## config.mk

```make
export PLATFORM = sky130hd
export DESIGN_NAME = sfp_to_fix
export DESIGN_NICKNAME = d
export VERILOG_FILES = /design/src/rtl/sfp_pkg.sv /design/src/rtl/sfp_shift_sat.sv /design/src/rtl/sfp_to_fix.sv
export SDC_FILE = /design/constraint.sdc
export NUM_CORES = 1
export LEC_CHECK = 0
export BUFFER_PORTS_ARGS = -buffer_cell sky130_fd_sc_hd__clkbuf_2
export CAP_MARGIN = 20
export CELL_PAD_IN_SITES_DETAIL_PLACEMENT = 0
export CELL_PAD_IN_SITES_GLOBAL_PLACEMENT = 1
export CORE_MARGIN = 10
export CORE_UTILIZATION = 40
export DETAILED_ROUTE_END_ITERATION = 16
export PLACE_DENSITY_LB_ADDON = 0.08
export SLEW_MARGIN = 20
export SYNTH_ARGS = -nofsm -noshare
export SYNTH_HDL_FRONTEND = slang
export SYNTH_HIERARCHICAL = 1
export SYNTH_SLANG_ARGS = --single-unit
export TNS_END_PERCENT = 1
```

## constraint.sdc

```tcl
create_clock -name i_clk -period 11.1 [get_ports i_clk]
set_input_delay 2.22 -clock i_clk [delete_from_list [all_inputs] [get_ports i_clk]]
set_output_delay 2.22 -clock i_clk [all_outputs]
set_load 0.01 [all_outputs]
```

## src/rtl/sfp_pkg.sv

```systemverilog
// Shared definitions for the 26-bit sfp format: field layout, exponent bias and
// field extraction helpers used by the sfp datapath units.
package sfp_pkg;

   localparam int unsigned SFP_W         = 26;
   localparam int unsigned SFP_EXP_BIAS  = 127;
   localparam int unsigned SFP_MANT_FRAC = 16;
   localparam int unsigned SFP_SIGN      = 25;
   localparam int unsigned SFP_EXP_HI    = 24;
   localparam int unsigned SFP_EXP_LO    = 17;
   localparam int unsigned SFP_FRAC_HI   = 16;
   localparam int unsigned SFP_MANT_W    = 18;
   localparam int unsigned SFP_EXP_W     = 8;

   // Shift class decided in stage 2 and consumed by the shift/saturate core
   typedef enum logic [1:0] {
      CLS_LEFT  = 2'd0,
      CLS_RIGHT = 2'd1,
      CLS_ZERO  = 2'd2,
      CLS_SAT   = 2'd3
   } shift_cls_e;

   // Signed 18-bit mantissa {sign, frac}, 16 fractional bits
   function automatic logic signed [SFP_MANT_W-1:0] sfp_mant(input logic [SFP_W-1:0] d);
      return {d[SFP_SIGN], d[SFP_FRAC_HI:0]};
   endfunction

   function automatic logic [SFP_EXP_W-1:0] sfp_exp(input logic [SFP_W-1:0] d);
      return d[SFP_EXP_HI:SFP_EXP_LO];
   endfunction

endpackage

```

## src/rtl/sfp_shift_sat.sv

```systemverilog
// Final-stage combinational core: bidirectional shift of the sign-extended
// mantissa with saturation to the signed OUT_W range.
module sfp_shift_sat
   import sfp_pkg::*;
#(
   parameter int unsigned OUT_W = 32,
   parameter int unsigned SH_W  = 6
) (
   input  shift_cls_e                          cls,
   input  logic signed [OUT_W+SFP_MANT_W-1:0]  ext,
   input  logic [SH_W-1:0]                     sh,
   output logic [OUT_W-1:0]                    res_c,
   output logic                                ovf_c
);

   localparam int unsigned EXT_W = OUT_W + SFP_MANT_W;

   logic signed [EXT_W-1:0] wide_l;
   logic [EXT_W-OUT_W:0]    hi;
   logic                    neg;
   logic [OUT_W-1:0]        sat_v;

   // Left result fits iff every bit from OUT_W-1 upward is a sign copy
   always_comb begin
      wide_l = ext <<< sh;
      hi     = wide_l[EXT_W-1:OUT_W-1];
      neg    = ext[EXT_W-1];
      sat_v  = neg ? {1'b1, {(OUT_W-1){1'b0}}} : {1'b0, {(OUT_W-1){1'b1}}};
      res_c  = wide_l[OUT_W-1:0];
      ovf_c  = 1'b0;
      case (cls)
         CLS_LEFT: begin
            if (!((&hi) || (~|hi))) begin
               res_c = sat_v;
               ovf_c = 1'b1;
            end
         end
         CLS_RIGHT: res_c = OUT_W'(ext >>> sh);
         CLS_ZERO:  res_c = {OUT_W{neg}};
         CLS_SAT: begin
            res_c = sat_v;
            ovf_c = 1'b1;
         end
         default: ;
      endcase
   end

endmodule

```

## src/rtl/sfp_to_fix.sv

```systemverilog
// Three-stage sfp to signed fixed-point converter; one result per cycle,
// valid-tagged, saturating with an overflow flag.
module sfp_to_fix
   import sfp_pkg::*;
#(
   parameter int unsigned OUT_W  = 32,
   parameter int unsigned FRAC_W = 16
) (
   input  logic              i_clk,
   input  logic              i_rst,
   input  logic              i_req,
   input  logic [SFP_W-1:0]  i_d,
   output logic              o_vld,
   output logic [OUT_W-1:0]  o_do,
   output logic              o_ovf
);

   localparam int unsigned EXT_W = OUT_W + SFP_MANT_W;
   localparam int unsigned SH_W  = $clog2(OUT_W + 1);
   localparam int unsigned S_W   = 10;
   localparam int          S_OFS = int'(FRAC_W) - int'(SFP_EXP_BIAS) - int'(SFP_MANT_FRAC);

   logic                         p1_vld_q, p1_vld_d;
   logic signed [SFP_MANT_W-1:0] m_q, m_d;
   logic signed [S_W-1:0]        s_q, s_d;
   logic                         p2_vld_q, p2_vld_d;
   shift_cls_e                   cls_q, cls_d;
   logic signed [EXT_W-1:0]      ext_q, ext_d;
   logic [SH_W-1:0]              sh_q, sh_d;
   logic                         vld_q, vld_d;
   logic [OUT_W-1:0]             do_q, do_d;
   logic                         ovf_q, ovf_d;

   logic [S_W-1:0]               s_mag;
   logic [OUT_W-1:0]             res_c;
   logic                         ovf_c;

   sfp_shift_sat #(
      .OUT_W (OUT_W),
      .SH_W  (SH_W)
   ) u_shift_sat (
      .cls   (cls_q),
      .ext   (ext_q),
      .sh    (sh_q),
      .res_c (res_c),
      .ovf_c (ovf_c)
   );

   always_comb begin
      p1_vld_d = i_req;
      m_d      = m_q;
      s_d      = s_q;
      p2_vld_d = p1_vld_q;
      cls_d    = cls_q;
      ext_d    = ext_q;
      sh_d     = sh_q;
      vld_d    = p2_vld_q;
      do_d     = do_q;
      ovf_d    = ovf_q;
      s_mag    = s_q[S_W-1] ? S_W'(-s_q) : S_W'(s_q);

      // P1: capture mantissa, fold bias and output scaling into one shift
      if (i_req) begin
         m_d = sfp_mant(i_d);
         s_d = $signed({2'b00, sfp_exp(i_d)}) + S_W'(S_OFS);
      end

      // P2: classify; left shifts clamp at OUT_W where any nonzero M overflows
      if (p1_vld_q) begin
         ext_d = {{OUT_W{m_q[SFP_MANT_W-1]}}, m_q};
         if (!s_q[S_W-1]) begin
            if (s_mag >= S_W'(OUT_W)) begin
               cls_d = (m_q == '0) ? CLS_LEFT : CLS_SAT;
               sh_d  = SH_W'(OUT_W);
            end else begin
               cls_d = CLS_LEFT;
               sh_d  = SH_W'(s_mag);
            end
         end else if (s_mag >= S_W'(SFP_MANT_W)) begin
            cls_d = CLS_ZERO;
            sh_d  = '0;
         end else begin
            cls_d = CLS_RIGHT;
            sh_d  = SH_W'(s_mag);
         end
      end

      // P3: results only update on valid so outputs hold across bubbles
      if (p2_vld_q) begin
         do_d  = res_c;
         ovf_d = ovf_c;
      end
   end

   always_ff @(posedge i_clk or negedge i_rst) begin
      if (!i_rst) begin
         p1_vld_q <= 1'b0;
         m_q      <= '0;
         s_q      <= '0;
         p2_vld_q <= 1'b0;
         cls_q    <= CLS_LEFT;
         ext_q    <= '0;
         sh_q     <= '0;
         vld_q    <= 1'b0;
         do_q     <= '0;
         ovf_q    <= 1'b0;
      end else begin
         p1_vld_q <= p1_vld_d;
         m_q      <= m_d;
         s_q      <= s_d;
         p2_vld_q <= p2_vld_d;
         cls_q    <= cls_d;
         ext_q    <= ext_d;
         sh_q     <= sh_d;
         vld_q    <= vld_d;
         do_q     <= do_d;
         ovf_q    <= ovf_d;
      end
   end

   assign o_vld = vld_q;
   assign o_do  = do_q;
   assign o_ovf = ovf_q;

endmodule

```

==> out/metrics.csv <==
metric,value,unit
status,"complete, no violations",
tightest_slew,1.07,ns
critical_path.startpoint_type,register,
drv_cap,0,
cts_root_buffer,clkbuf_16,
layout_common_cells,"136 x nor2_1, 115 x nand2_1, 104 x mux2_2",
pre_cts_ws,5.67,ns
synth_top_family_by_area,multiplexers,
vias,10800,
grt_use_total,0.238,
multi_input_area,8470,sq um
area_growth,5.66,%
instances_no_fill,1667,
pwr-share-clk,0.172,
endpoint_kind,register,
drt_pass1_iterations,6,
vias_per_cell,6.46,
gr-total-overflow,0,
remaining_drc_errors,0,
max_freq,0.179,GHz
regArea,2270,sq um
io_pins,63,
ys_async_sr_fraction,1.00,
post_cts_resized,0,
synth-simple-area-share,0.165,
rows,61,
finalSetupViolations,0,
dp_hpwl,31600,um
nets,1320,
finalHoldViolations,0,
p_sw,889,uW
yosysWarnings,6,
ys_seq_area_frac,0.197,
slew_viol_final,0,
n_antenna_cell,0,
layout_min_cycle_time,5.58,ns
synthesis.area,11400,sq um
grt_pass1_wl,66900,um
leakage,4.48,nW
fin_ws,5.52,ns
startpoint,sh_q[0],
synth_xor_area_frac,0.00690,
ir_drop,0.0943,mV
pwr-share-comb,0.570,
start_util,0.408,
antenna_found_initial,0,
slew_headroom,0.289,
clock-sinks,90,
n_fill_cell,2853,
rsz0062_at_grt,false,
cp.arrival,5.82,ns
p_seq_frac,0.258,
synthMuxAreaShare,0.333,
min_path_type,register to register,
ctsHtreeMaxLevel,3,
routed_wl,43400,um
cts_tree,done,
antenna_left,0,
fin_setup_tns,0,ns
post-route-cell-area,12100,sq um
grt_pass1_vias,10300,
min-delay-start,o_do[4],
wl_per_cell,26.0,um
ys_seq_elements,90,
fp.coreArea,28000,sq um
cts_made_buffers,9,
reg2reg_from,sh_q[0],
drtIter0Drc,1169,
fin_worst_hold_slack,0.506,ns
clk_pin_slew,0.07,ns
numPortBuffers,62,
gp_congestion,0.948,
switching_share,0.477,
synth_fa_ha_area_frac,0.00766,
synth_edf_count,0,
layout_commonest_cell,nor2_1,
syn-num-nets,1352,
worstSetupPathType,register to register,
clock_latency,0.36,ns
crit_required,11.34,ns
ys_types,96,
ctsHoldBuffers,0,
timing.final.crit_share,0.503,
cts_setup_buffers,0,
cts_buffer_depth,2,
dieArea,35700,sq um
grt_max_degree,136,
critPathMaxFanout,54,
avgSynthCellArea,8.69,sq um
finalClockSkew,0.0166,ns
die_w,189,um
utilization,0.431,
internal_power,974,uW
power.density,154,nW/um^2
drive_above_1_share,0.252,
syn_inst,1316,
place_inst,1651,
power.total,1.86,mW
placed_area,11800,sq um
synth_flop_cell,dfrtp_1,
die_h,189,um
synth_compound_area_frac,0.227,
-- worst max-delay path: stages, from the launching register on --
cell and delay, ns:
dfrtp_4 0.80, buf_4 0.74, mux2_2 0.45, mux4_2 0.53
and2_0 0.17, a2111oi_0 0.64, nand2_1 0.12, nor4_1 0.41
nand4_1 0.23, nand2_1 0.82, a21oi_1 0.18, mux2_2 0.31
-- final timing paths --
| kind | end | slack, ns | cells after the start |
|---|---|---|---|
| setup / recovery | o_do[8] | 5.52 | 11 |
| hold / removal | o_do[4] | 0.51 | 1 |
| setup reg to reg | o_do[8] | 5.52 | 11 |
| hold reg to reg | o_do[4] | 0.51 | 1 |
| max in group asynchronous | ext_q[17] | 8.06 | 2 |
| min in group asynchronous | o_do[11] | 1.80 | 1 |
-- power by group through the flow --
stage                     Combinational (mW)  Sequential [mW]  Clock (mW)
after floorplan                        0.704            0.479           0
after global placement                  1.05            0.486           0
after detailed placement                1.04            0.486           0
after CTS                               1.04            0.479       0.331
after global routing                    1.14            0.492       0.346
final                                   1.06            0.480       0.321
-- cell type report --
class / instances / share of cell area
clock buffer: 9 / 0.0186
clock inverter: 7 / 0.00539
inverter: 18 / 0.00559
multi-input combinational: 1077 / 0.701
sequential: 90 / 0.188
tap: 378 / 0.0392
timing repair buffer: 88 / 0.0421
-- sequential cells by signal, indices dropped and copies added, names as in the netlist --
| register | cells |
|---|---|
| o_ovf | 1 |
| cls_q | 2 |
| m_q | 18 |
| p1_vld_q | 1 |
| o_vld | 1 |
| o_do | 32 |
| ext_q | 18 |
| s_q | 10 |
| sh_q | 6 |
| p2_vld_q | 1 |
-- Yosys cell counts (5+ instances only) --
cell | count | share of area
nor2_1 | 136 | 0.045
nand2_1 | 115 | 0.038
mux2_2 | 104 | 0.10
mux2i_1 | 101 | 0.088
dfrtp_1 | 90 | 0.20
a21oi_1 | 80 | 0.035
o21ai_0 | 80 | 0.035
mux4_2 | 71 | 0.14
clkbuf_1 | 65 | 0.021
o211ai_1 | 41 | 0.027
o22ai_1 | 29 | 0.016
buf_2 | 28 | 0.012
nor3_1 | 26 | 0.011
a31oi_1 | 19 | 0.010
nor2b_1 | 19 | 0.010
a211oi_1 | 18 | 0.012
nand2b_1 | 17 | 0.0093
buf_1 | 16 | 0.0053
nand3_1 | 16 | 0.0070
inv_1 | 15 | 0.0049
a22o_1 | 11 | 0.0084
buf_4 | 10 | 0.0066
and3_1 | 9 | 0.0049
o221ai_1 | 9 | 0.0069
or2_2 | 9 | 0.0049
a22oi_1 | 7 | 0.0046
buf_6 | 7 | 0.0069
ha_1 | 7 | 0.0077
nand4_1 | 7 | 0.0038
nor4_1 | 7 | 0.0038
o21ai_1 | 7 | 0.0031
and2_1 | 6 | 0.0033
nor3b_1 | 6 | 0.0039
o21a_1 | 6 | 0.0039
a31o_1 | 5 | 0.0038
xnor2_1 | 5 | 0.0038
-- cells by family after synthesis --
logic type	Yosys count
buf+inv	149
fa+ha+maj	7
xor+xnor	9
simple gates	399
compound gates	384
flops	90
mux	278
-- routing by layer --
layer  wire, um  GRT usage  vias to the layer above  part of all wire
li1           -          -                     4949                 -
met1      19800      0.335                     5328              0.46
met2      19600      0.370                      437              0.45
met3       2740     0.0300                       62             0.063
met4       1290     0.0757                        0             0.030
met5          0          0                        -                 0
Note: power is estimated with default switching activity, not from simulation.
